==> src/rtl/muldiv_pkg.sv <==
// Shared definitions for the iterative multiply/divide unit: op encoding,
// FSM state type and counter sizing.
package muldiv_pkg;

  localparam logic [1:0] MD_MULT  = 2'd0;
  localparam logic [1:0] MD_MULTU = 2'd1;
  localparam logic [1:0] MD_DIV   = 2'd2;
  localparam logic [1:0] MD_DIVU  = 2'd3;

  typedef enum logic [1:0] {
    ST_IDLE,
    ST_MUL,
    ST_DIV,
    ST_DONE
  } md_state_t;

  localparam int MD_WIDTH = 32;
  localparam int CNT_W    = $clog2(MD_WIDTH);

  function automatic logic md_is_mul(input logic [1:0] op);
    return (op == MD_MULT) || (op == MD_MULTU);
  endfunction

  function automatic logic md_is_div(input logic [1:0] op);
    return (op == MD_DIV) || (op == MD_DIVU);
  endfunction

  function automatic logic md_is_signed(input logic [1:0] op);
    return !((op == MD_MULTU) || (op == MD_DIVU));
  endfunction

endpackage

==> src/rtl/muldiv_div_core.sv <==
// Restoring radix-2 magnitude divider, one quotient bit per cycle.
// Optional early-exit hook enabled by MULDIV_DIV_EARLY_EXIT_EN.
module muldiv_div_core
  import muldiv_pkg::*;
#(
  parameter int WIDTH = MD_WIDTH,
  parameter int CW    = CNT_W
) (
  input  logic             clk,
  input  logic             rst_n,
  input  logic             i_start,
  input  logic             i_clear,
  input  logic [WIDTH-1:0] i_dividend,
  input  logic [WIDTH-1:0] i_divisor,
  output logic             o_skip,
  output logic             o_last,
  output logic [WIDTH-1:0] o_quo_next,
  output logic [WIDTH-1:0] o_rem_next
);

  logic [WIDTH-1:0] r_quo;
  logic [WIDTH-1:0] r_rem;
  logic [WIDTH-1:0] r_div;
  logic [CW-1:0]    r_cnt;
  logic             r_run;

  logic [WIDTH:0]   w_shift;
  logic [WIDTH:0]   w_diff;
  logic             w_bit;

  // The dividend shifts out of r_quo MSB-first while quotient bits shift in.
  assign w_shift    = {r_rem, r_quo[WIDTH-1]};
  assign w_diff     = w_shift - {1'b0, r_div};
  assign w_bit      = ~w_diff[WIDTH];
  assign o_rem_next = w_bit ? w_diff[WIDTH-1:0] : w_shift[WIDTH-1:0];
  assign o_quo_next = {r_quo[WIDTH-2:0], w_bit};
  assign o_last     = r_run && (r_cnt == '0);

`ifdef MULDIV_DIV_EARLY_EXIT_EN
  assign o_skip = (i_divisor == '0) || (i_dividend < i_divisor);
`else
  assign o_skip = 1'b0;
`endif

  // NOTE: state registers use non-blocking assignments so every register
  // samples the pre-edge values regardless of statement order.
  always_ff @(posedge clk or negedge rst_n) begin
    if (!rst_n) begin
      r_quo <= '0;
      r_rem <= '0;
      r_div <= '0;
      r_cnt <= '0;
      r_run <= 1'b0;
    end else if (i_clear) begin
      r_run <= 1'b0;
      r_cnt <= '0;
    end else if (i_start) begin
      r_quo <= i_dividend;
      r_rem <= '0;
      r_div <= i_divisor;
      r_cnt <= CW'(WIDTH - 1);
      r_run <= 1'b1;
    end else if (r_run) begin
      r_quo <= o_quo_next;
      r_rem <= o_rem_next;
      if (r_cnt == '0) begin
        r_run <= 1'b0;
      end else begin
        r_cnt <= r_cnt - 1'b1;
      end
    end
  end

endmodule

==> src/rtl/muldiv_unit.sv <==
// Iterative MULT/MULTU/DIV/DIVU engine with valid/ready handshake and annul.
// Divide early exit is enabled by defining MULDIV_DIV_EARLY_EXIT_EN.
module muldiv_unit
  import muldiv_pkg::*;
#(
  parameter int WIDTH   = 32,
  parameter int MUL_LAT = 2
) (
  input  logic               clk,
  input  logic               rst,
  input  logic               in_valid,
  output logic               in_ready,
  input  logic [1:0]         op,
  input  logic [WIDTH-1:0]   a,
  input  logic [WIDTH-1:0]   b,
  input  logic               annul,
  output logic               out_valid,
  input  logic               out_ready,
  output logic [2*WIDTH-1:0] result,
  output logic               busy,
  output logic               div_by_zero
);

  localparam int MCW = (MUL_LAT > 2) ? $clog2(MUL_LAT) : 1;
  localparam int CW  = $clog2(WIDTH);

  md_state_t          r_state;
  logic [1:0]         r_op;
  logic [WIDTH-1:0]   r_a;
  logic [WIDTH-1:0]   r_b;
  logic [2*WIDTH-1:0] r_result;
  logic               r_out_valid;
  logic               r_dbz;
  logic [MCW-1:0]     r_mul_cnt;

  logic               w_accept;
  logic               w_a_neg;
  logic               w_b_neg;
  logic [WIDTH-1:0]   w_a_mag;
  logic [WIDTH-1:0]   w_b_mag;
  logic               w_skip;
  logic               w_last;
  logic [WIDTH-1:0]   w_quo_mag;
  logic [WIDTH-1:0]   w_rem_mag;
  logic [WIDTH-1:0]   w_quo;
  logic [WIDTH-1:0]   w_rem;
  logic               w_q_neg;
  logic               w_r_neg;
  logic [2*WIDTH-1:0] w_div_res;
  logic [2*WIDTH-1:0] w_skip_res;
  logic [2*WIDTH-1:0] w_mul_now;
  logic [2*WIDTH-1:0] w_mul_lat;
  logic [2*WIDTH-1:0] w_mul_out;

  // Low 2*WIDTH bits of the extended product give the signed or unsigned result.
  function automatic logic [2*WIDTH-1:0] mul_full(input logic sgn,
                                                  input logic [WIDTH-1:0] x,
                                                  input logic [WIDTH-1:0] y);
    logic [2*WIDTH-1:0] xe;
    logic [2*WIDTH-1:0] ye;
    xe = {{WIDTH{sgn & x[WIDTH-1]}}, x};
    ye = {{WIDTH{sgn & y[WIDTH-1]}}, y};
    return xe * ye;
  endfunction

  assign in_ready    = (r_state == ST_IDLE);
  assign busy        = (r_state != ST_IDLE);
  assign out_valid   = r_out_valid;
  assign result      = r_result;
  assign div_by_zero = r_dbz;

  assign w_accept = in_valid && (r_state == ST_IDLE) && !annul;

  // Most-negative operand negates to itself, which is its correct unsigned magnitude.
  assign w_a_neg = md_is_signed(op) & a[WIDTH-1];
  assign w_b_neg = md_is_signed(op) & b[WIDTH-1];
  assign w_a_mag = w_a_neg ? (~a + 1'b1) : a;
  assign w_b_mag = w_b_neg ? (~b + 1'b1) : b;

  muldiv_div_core #(
    .WIDTH (WIDTH),
    .CW    (CW)
  ) u_div_core (
    .clk        (clk),
    .rst_n      (rst),
    .i_start    (w_accept && md_is_div(op) && !w_skip),
    .i_clear    (annul),
    .i_dividend (w_a_mag),
    .i_divisor  (w_b_mag),
    .o_skip     (w_skip),
    .o_last     (w_last),
    .o_quo_next (w_quo_mag),
    .o_rem_next (w_rem_mag)
  );

  assign w_q_neg   = md_is_signed(r_op) & (r_a[WIDTH-1] ^ r_b[WIDTH-1]);
  assign w_r_neg   = md_is_signed(r_op) & r_a[WIDTH-1];
  assign w_quo     = w_q_neg ? (~w_quo_mag + 1'b1) : w_quo_mag;
  assign w_rem     = w_r_neg ? (~w_rem_mag + 1'b1) : w_rem_mag;
  assign w_div_res = (r_b == '0) ? {r_a, {WIDTH{1'b1}}} : {w_rem, w_quo};
  assign w_skip_res = (b == '0) ? {a, {WIDTH{1'b1}}} : {a, {WIDTH{1'b0}}};

  assign w_mul_now = mul_full(md_is_signed(op), a, b);
  assign w_mul_lat = mul_full(md_is_signed(r_op), r_a, r_b);

  generate
    if (MUL_LAT >= 3) begin : g_mul_pipe
      logic [2*WIDTH-1:0] r_pipe [MUL_LAT-2];
      // NOTE: the product delay line has no reset; out_valid alone qualifies it,
      // so clearing these data registers would only cost reset routing.
      always_ff @(posedge clk) begin
        r_pipe[0] <= w_mul_lat;
        for (int i = 1; i < MUL_LAT - 2; i++) begin
          r_pipe[i] <= r_pipe[i-1];
        end
      end
      assign w_mul_out = r_pipe[MUL_LAT-3];
    end else begin : g_mul_direct
      assign w_mul_out = w_mul_lat;
    end
  endgenerate

  always_ff @(posedge clk or negedge rst) begin
    if (!rst) begin
      r_state     <= ST_IDLE;
      r_op        <= MD_MULT;
      r_a         <= '0;
      r_b         <= '0;
      r_result    <= '0;
      r_out_valid <= 1'b0;
      r_dbz       <= 1'b0;
      r_mul_cnt   <= '0;
    end else begin
      case (r_state)
        ST_IDLE: begin
          if (w_accept) begin
            r_op <= op;
            r_a  <= a;
            r_b  <= b;
            if (md_is_div(op)) begin
              if (w_skip) begin
                r_result    <= w_skip_res;
                r_dbz       <= (b == '0);
                r_out_valid <= 1'b1;
                r_state     <= ST_DONE;
              end else begin
                r_state <= ST_DIV;
              end
            end else if (MUL_LAT == 1) begin
              r_result    <= w_mul_now;
              r_out_valid <= 1'b1;
              r_state     <= ST_DONE;
            end else begin
              r_mul_cnt <= MCW'((MUL_LAT >= 2) ? MUL_LAT - 2 : 0);
              r_state   <= ST_MUL;
            end
          end
        end

        ST_MUL: begin
          if (annul) begin
            r_state <= ST_IDLE;
          end else if (r_mul_cnt == '0) begin
            r_result    <= w_mul_out;
            r_out_valid <= 1'b1;
            r_state     <= ST_DONE;
          end else begin
            r_mul_cnt <= r_mul_cnt - 1'b1;
          end
        end

        ST_DIV: begin
          if (annul) begin
            r_state <= ST_IDLE;
          end else if (w_last) begin
            r_result    <= w_div_res;
            r_dbz       <= (r_b == '0);
            r_out_valid <= 1'b1;
            r_state     <= ST_DONE;
          end
        end

        ST_DONE: begin
          if (annul || out_ready) begin
            r_out_valid <= 1'b0;
            r_dbz       <= 1'b0;
            r_state     <= ST_IDLE;
          end
        end

        default: r_state <= ST_IDLE;
      endcase
    end
  end

endmodule
==> config.mk <==
export PLATFORM = sky130hd
export DESIGN_NAME = muldiv_unit
export DESIGN_NICKNAME = d
export VERILOG_FILES = /design/src/rtl/muldiv_pkg.sv /design/src/rtl/muldiv_div_core.sv /design/src/rtl/muldiv_unit.sv
export SDC_FILE = /design/constraint.sdc
export NUM_CORES = 2
export LEC_CHECK = 0
export BUFFER_PORTS_ARGS = -buffer_cell sky130_fd_sc_hd__buf_2
export CAP_MARGIN = 20
export CORE_MARGIN = 5
export CORE_UTILIZATION = 34
export CTS_BUF_LIST = sky130_fd_sc_hd__clkbuf_8
export CTS_CLUSTER_SIZE = 10
export DETAILED_ROUTE_END_ITERATION = 16
export SETUP_SLACK_MARGIN = 0.1
export SLEW_MARGIN = 10
export SYNTH_ARGS = -nofsm -noshare
export SYNTH_HDL_FRONTEND = slang
export SYNTH_SLANG_ARGS = --single-unit
==> constraint.sdc <==
create_clock -name clk -period 13.1 [get_ports clk]
set_input_delay 1.31 -clock clk [delete_from_list [all_inputs] [get_ports clk]]
set_output_delay 1.31 -clock clk [all_outputs]
set_load 0.02 [all_outputs]
==> results.sh <==
export IMPL_grt_max_degree=112
export IMPL_drive_above_1_share=0.0591
export IMPL_multi_input_area_um2=41200
export IMPL_avgSynthCellArea_um2=8.72
export IMPL_synthAdderAreaFrac=0.486
export IMPL_drc=0
export IMPL_syn_nets=7519
export IMPL_synth_xor_area_frac=0.0334
export IMPL_yosys_cell_types_count=85
export IMPL_ys_seq_area_frac=0.111
export IMPL_synthDominantCellAreaShare=0.426
export IMPL_synth_warnings=0
export IMPL_synth_simple_gate_area_frac=0.165
export IMPL_finalSetupTns_ns=0
export IMPL_finalCriticalPeriod_ns=10.20
export IMPL_hold_class="flop to flop"
export IMPL_fmax_ghz=0.0981
export IMPL_synth_top_family_by_area="adder cells"
export IMPL_dp_hpwl_mm=127
export IMPL_grt_pass1_wl_mm=258
export IMPL_synth_compound_area_frac=0.0859
export IMPL_async_flop_share=1.00
export IMPL_synthCells=6067
export IMPL_path_class="flop to flop"
export IMPL_synthFlopType="dfrtp_1"
export IMPL_path_max_fanout=30
export IMPL_start_util=0.343
export IMPL_drt_pass1_iterations=6
export IMPL_dieArea_um2=164000
export IMPL_worstPathRequired_ns=13.65
export IMPL_num_io_pins=139
export IMPL_fin_ws_ns=2.90
export IMPL_ys_top_cells_by_area="fa_1 (43%), dfrtp_1 (11%), inv_1 (8.4%)"
export IMPL_filler_cell_count=15800
export IMPL_design_area_um2=56500
export IMPL_max_slew_margin_rel=0.249
export IMPL_die_y_um=405
export IMPL_nNetsFinal=7428
export IMPL_synth_area_leader_cell="fa_1"
export IMPL_cap_violations=0
export IMPL_synth_area_um2=52900
export IMPL_hold_buffers=0
export IMPL_cts_buffers=42
export IMPL_whs_ns=0.474
export IMPL_path_clk_slew_ns=0.06
export IMPL_root_buffer="clkbuf_8"
export IMPL_die_w_um=405
export IMPL_hold_viol_final=0
export IMPL_synth_edf_count=0
export IMPL_cts_tree="built"
export IMPL_via_per_inst=5.12
export IMPL_area_growth_pct=6.85
export IMPL_overflow=0
export IMPL_ant_nets=0
export IMPL_crit_path_top_delay_cell="a211oi_1"
export IMPL_worst_setup_path_end_kind="flop"
export IMPL_clock_skew_ns=0.0538
export IMPL_coreArea_um2=154000
export IMPL_status="completed"
export IMPL_seq_area_um2=5890
export IMPL_pre_cts_ws_ns=3.17
export IMPL_cts_sinks=235
export IMPL_wl_per_cell_um=20.3
export IMPL_antenna_found_initial=22
export IMPL_grtUsageTotal=0.203
export IMPL_grt_pass1_vias=43200
export IMPL_vias=41300
export IMPL_crit_arrival_ns=10.74
export IMPL_drv_slew=0
export IMPL_io_buffers=138
export IMPL_drt_initial_drc_count=3400
export IMPL_cts_resized=0
export IMPL_h_tree_depth=2
export IMPL_dpl_cell_area_um2=55500
export IMPL_synth_seq_cells=235
export IMPL_critPathMaxStageDelay_ns=0.90
export IMPL_row_count=144
export IMPL_rsz0062_at_grt="false"
export IMPL_synth_mux_area_fraction=0.00766
export IMPL_clkLatencyLatePin_ns=0.65
export IMPL_cts_setup_buffers=0
export IMPL_wl_mm=164
export IMPL_place_congestion=0.937
export IMPL_fin_crit_sh=0.778
export IMPL_cts_buffer_depth=3
export IMPL_setup_viol=0
export IMPL_start_kind="flop"
export IMPL_crit_top_cell="fa_1"
export IMPL_worst_pin_slew_ns=1.12
[cell usage in the layout (no fill, tap or decap), types with 17 or more instances in the layout]
cell type	netlist	routed
inv_1	1187	1198
nand2_1	1129	1127
fa_1	1126	1126
and2_1	367	366
ha_1	255	254
o21ai_0	233	233
dfrtp_1	235	228
a21oi_1	200	200
nor2_1	174	173
buf_2	10	137
xor2_1	101	101
xnor2_1	101	101
buf_4	1	93
a21o_1	60	60
nor3_1	51	51
clkbuf_8	0	51
mux2i_1	36	36
o22ai_1	32	32
nand3_1	31	30
nand2b_1	25	25
nor4_1	23	23
or3_1	23	23
o31ai_1	22	22
a31oi_1	20	20
o211ai_1	19	19
nand4_1	17	17
a211oi_1	17	17
o21a_1	17	17
[worst paths after layout]
path	start	endpoint	slack, ns	depth (start not counted)
setup / recovery	r_op[0]$_DFFE_PN0P_	result[60]$_DFFE_PN0P_	2.90	29
hold / removal	r_b[7]$_DFFE_PN0P_	r_b[7]$_DFFE_PN0P_	0.47	2
setup reg to reg	r_op[0]$_DFFE_PN0P_	result[60]$_DFFE_PN0P_	2.90	29
hold reg to reg	r_b[7]$_DFFE_PN0P_	r_b[7]$_DFFE_PN0P_	0.47	2
max in group asynchronous	rst	r_a[6]$_DFFE_PN0P_	10.62	2
min in group asynchronous	rst	r_b[27]$_DFFE_PN0P_	0.73	1
[metal layers]
metal  GRT usage  routed length (µm)
met5           0                   0
met4      0.0727                6890
met3      0.0267               11100
met2       0.338               78500
met1       0.271               67200
[layout make-up]
class / count / share of cell area
Multi-Input combinational cell: 4277 / 0.729
Sequential cell: 235 / 0.104
Inverter: 1188 / 0.0789
Tap cell: 2044 / 0.0452
Timing Repair Buffer: 232 / 0.0250
Clock buffer: 51 / 0.0124
Clock inverter: 24 / 0.00485
Antenna cell: 8 / 0.000354
[sequential cells by signal, indices dropped and copies added, names as in the netlist]
signal            flops
result               64
out_valid             1
u_div_core.r_cnt      5
r_op                  1
r_a                  32
div_by_zero           1
u_div_core.r_run      1
u_div_core.r_quo     32
r_b                  32
u_div_core.r_rem     32
u_div_core.r_div     32
r_state               2
[kinds of logic (layout without fill, tap and decap cells)]
logic type / count (synthesis) / in the layout
other: 0 / 8
AND/OR/NAND/NOR: 1917 / 1917
XOR/XNOR: 202 / 202
buffers and inverters: 1555 / 1495
flip-flops: 235 / 235
multiplexers: 40 / 40
AO/OA/AOI/OAI: 737 / 737
adder cells (fa/ha/maj): 1381 / 1381
[synth_stat cells, drive strengths merged, types with 32 or more instances]
cell	count
xnor2	101
fa	1126
a21o	60
and2	367
inv	1188
clkbuf	340
nor2	175
nand2	1129
xor2	101
nor3	53
o21ai	242
o22ai	32
mux2i	36
a21oi	202
dfrtp	235
ha	255
[critical path, delay by kind of cell, from the launching register on]
| kind | cells | cell delay [ns] |
|---|---|---|
| compound gates | 8 | 2.55 |
| flops | 1 | 0.49 |
| buf+inv | 6 | 1.10 |
| fa+ha+maj | 9 | 4.70 |
| simple gates | 5 | 1.02 |
| xor+xnor | 1 | 0.22 |
[per-stage QoR]
stage | util | std cells
2_1_floorplan | - | 6067
3_3_place_gp | 0.360 | 7974
3_5_place_dp | 0.360 | 7974
4_1_cts | 0.366 | 8049
5_1_grt | 0.366 | 8056
6_report | 0.366 | 8059
Power is not shown: default switching activity piles up to over one toggle a cycle in this logic, so the estimate is an artifact.
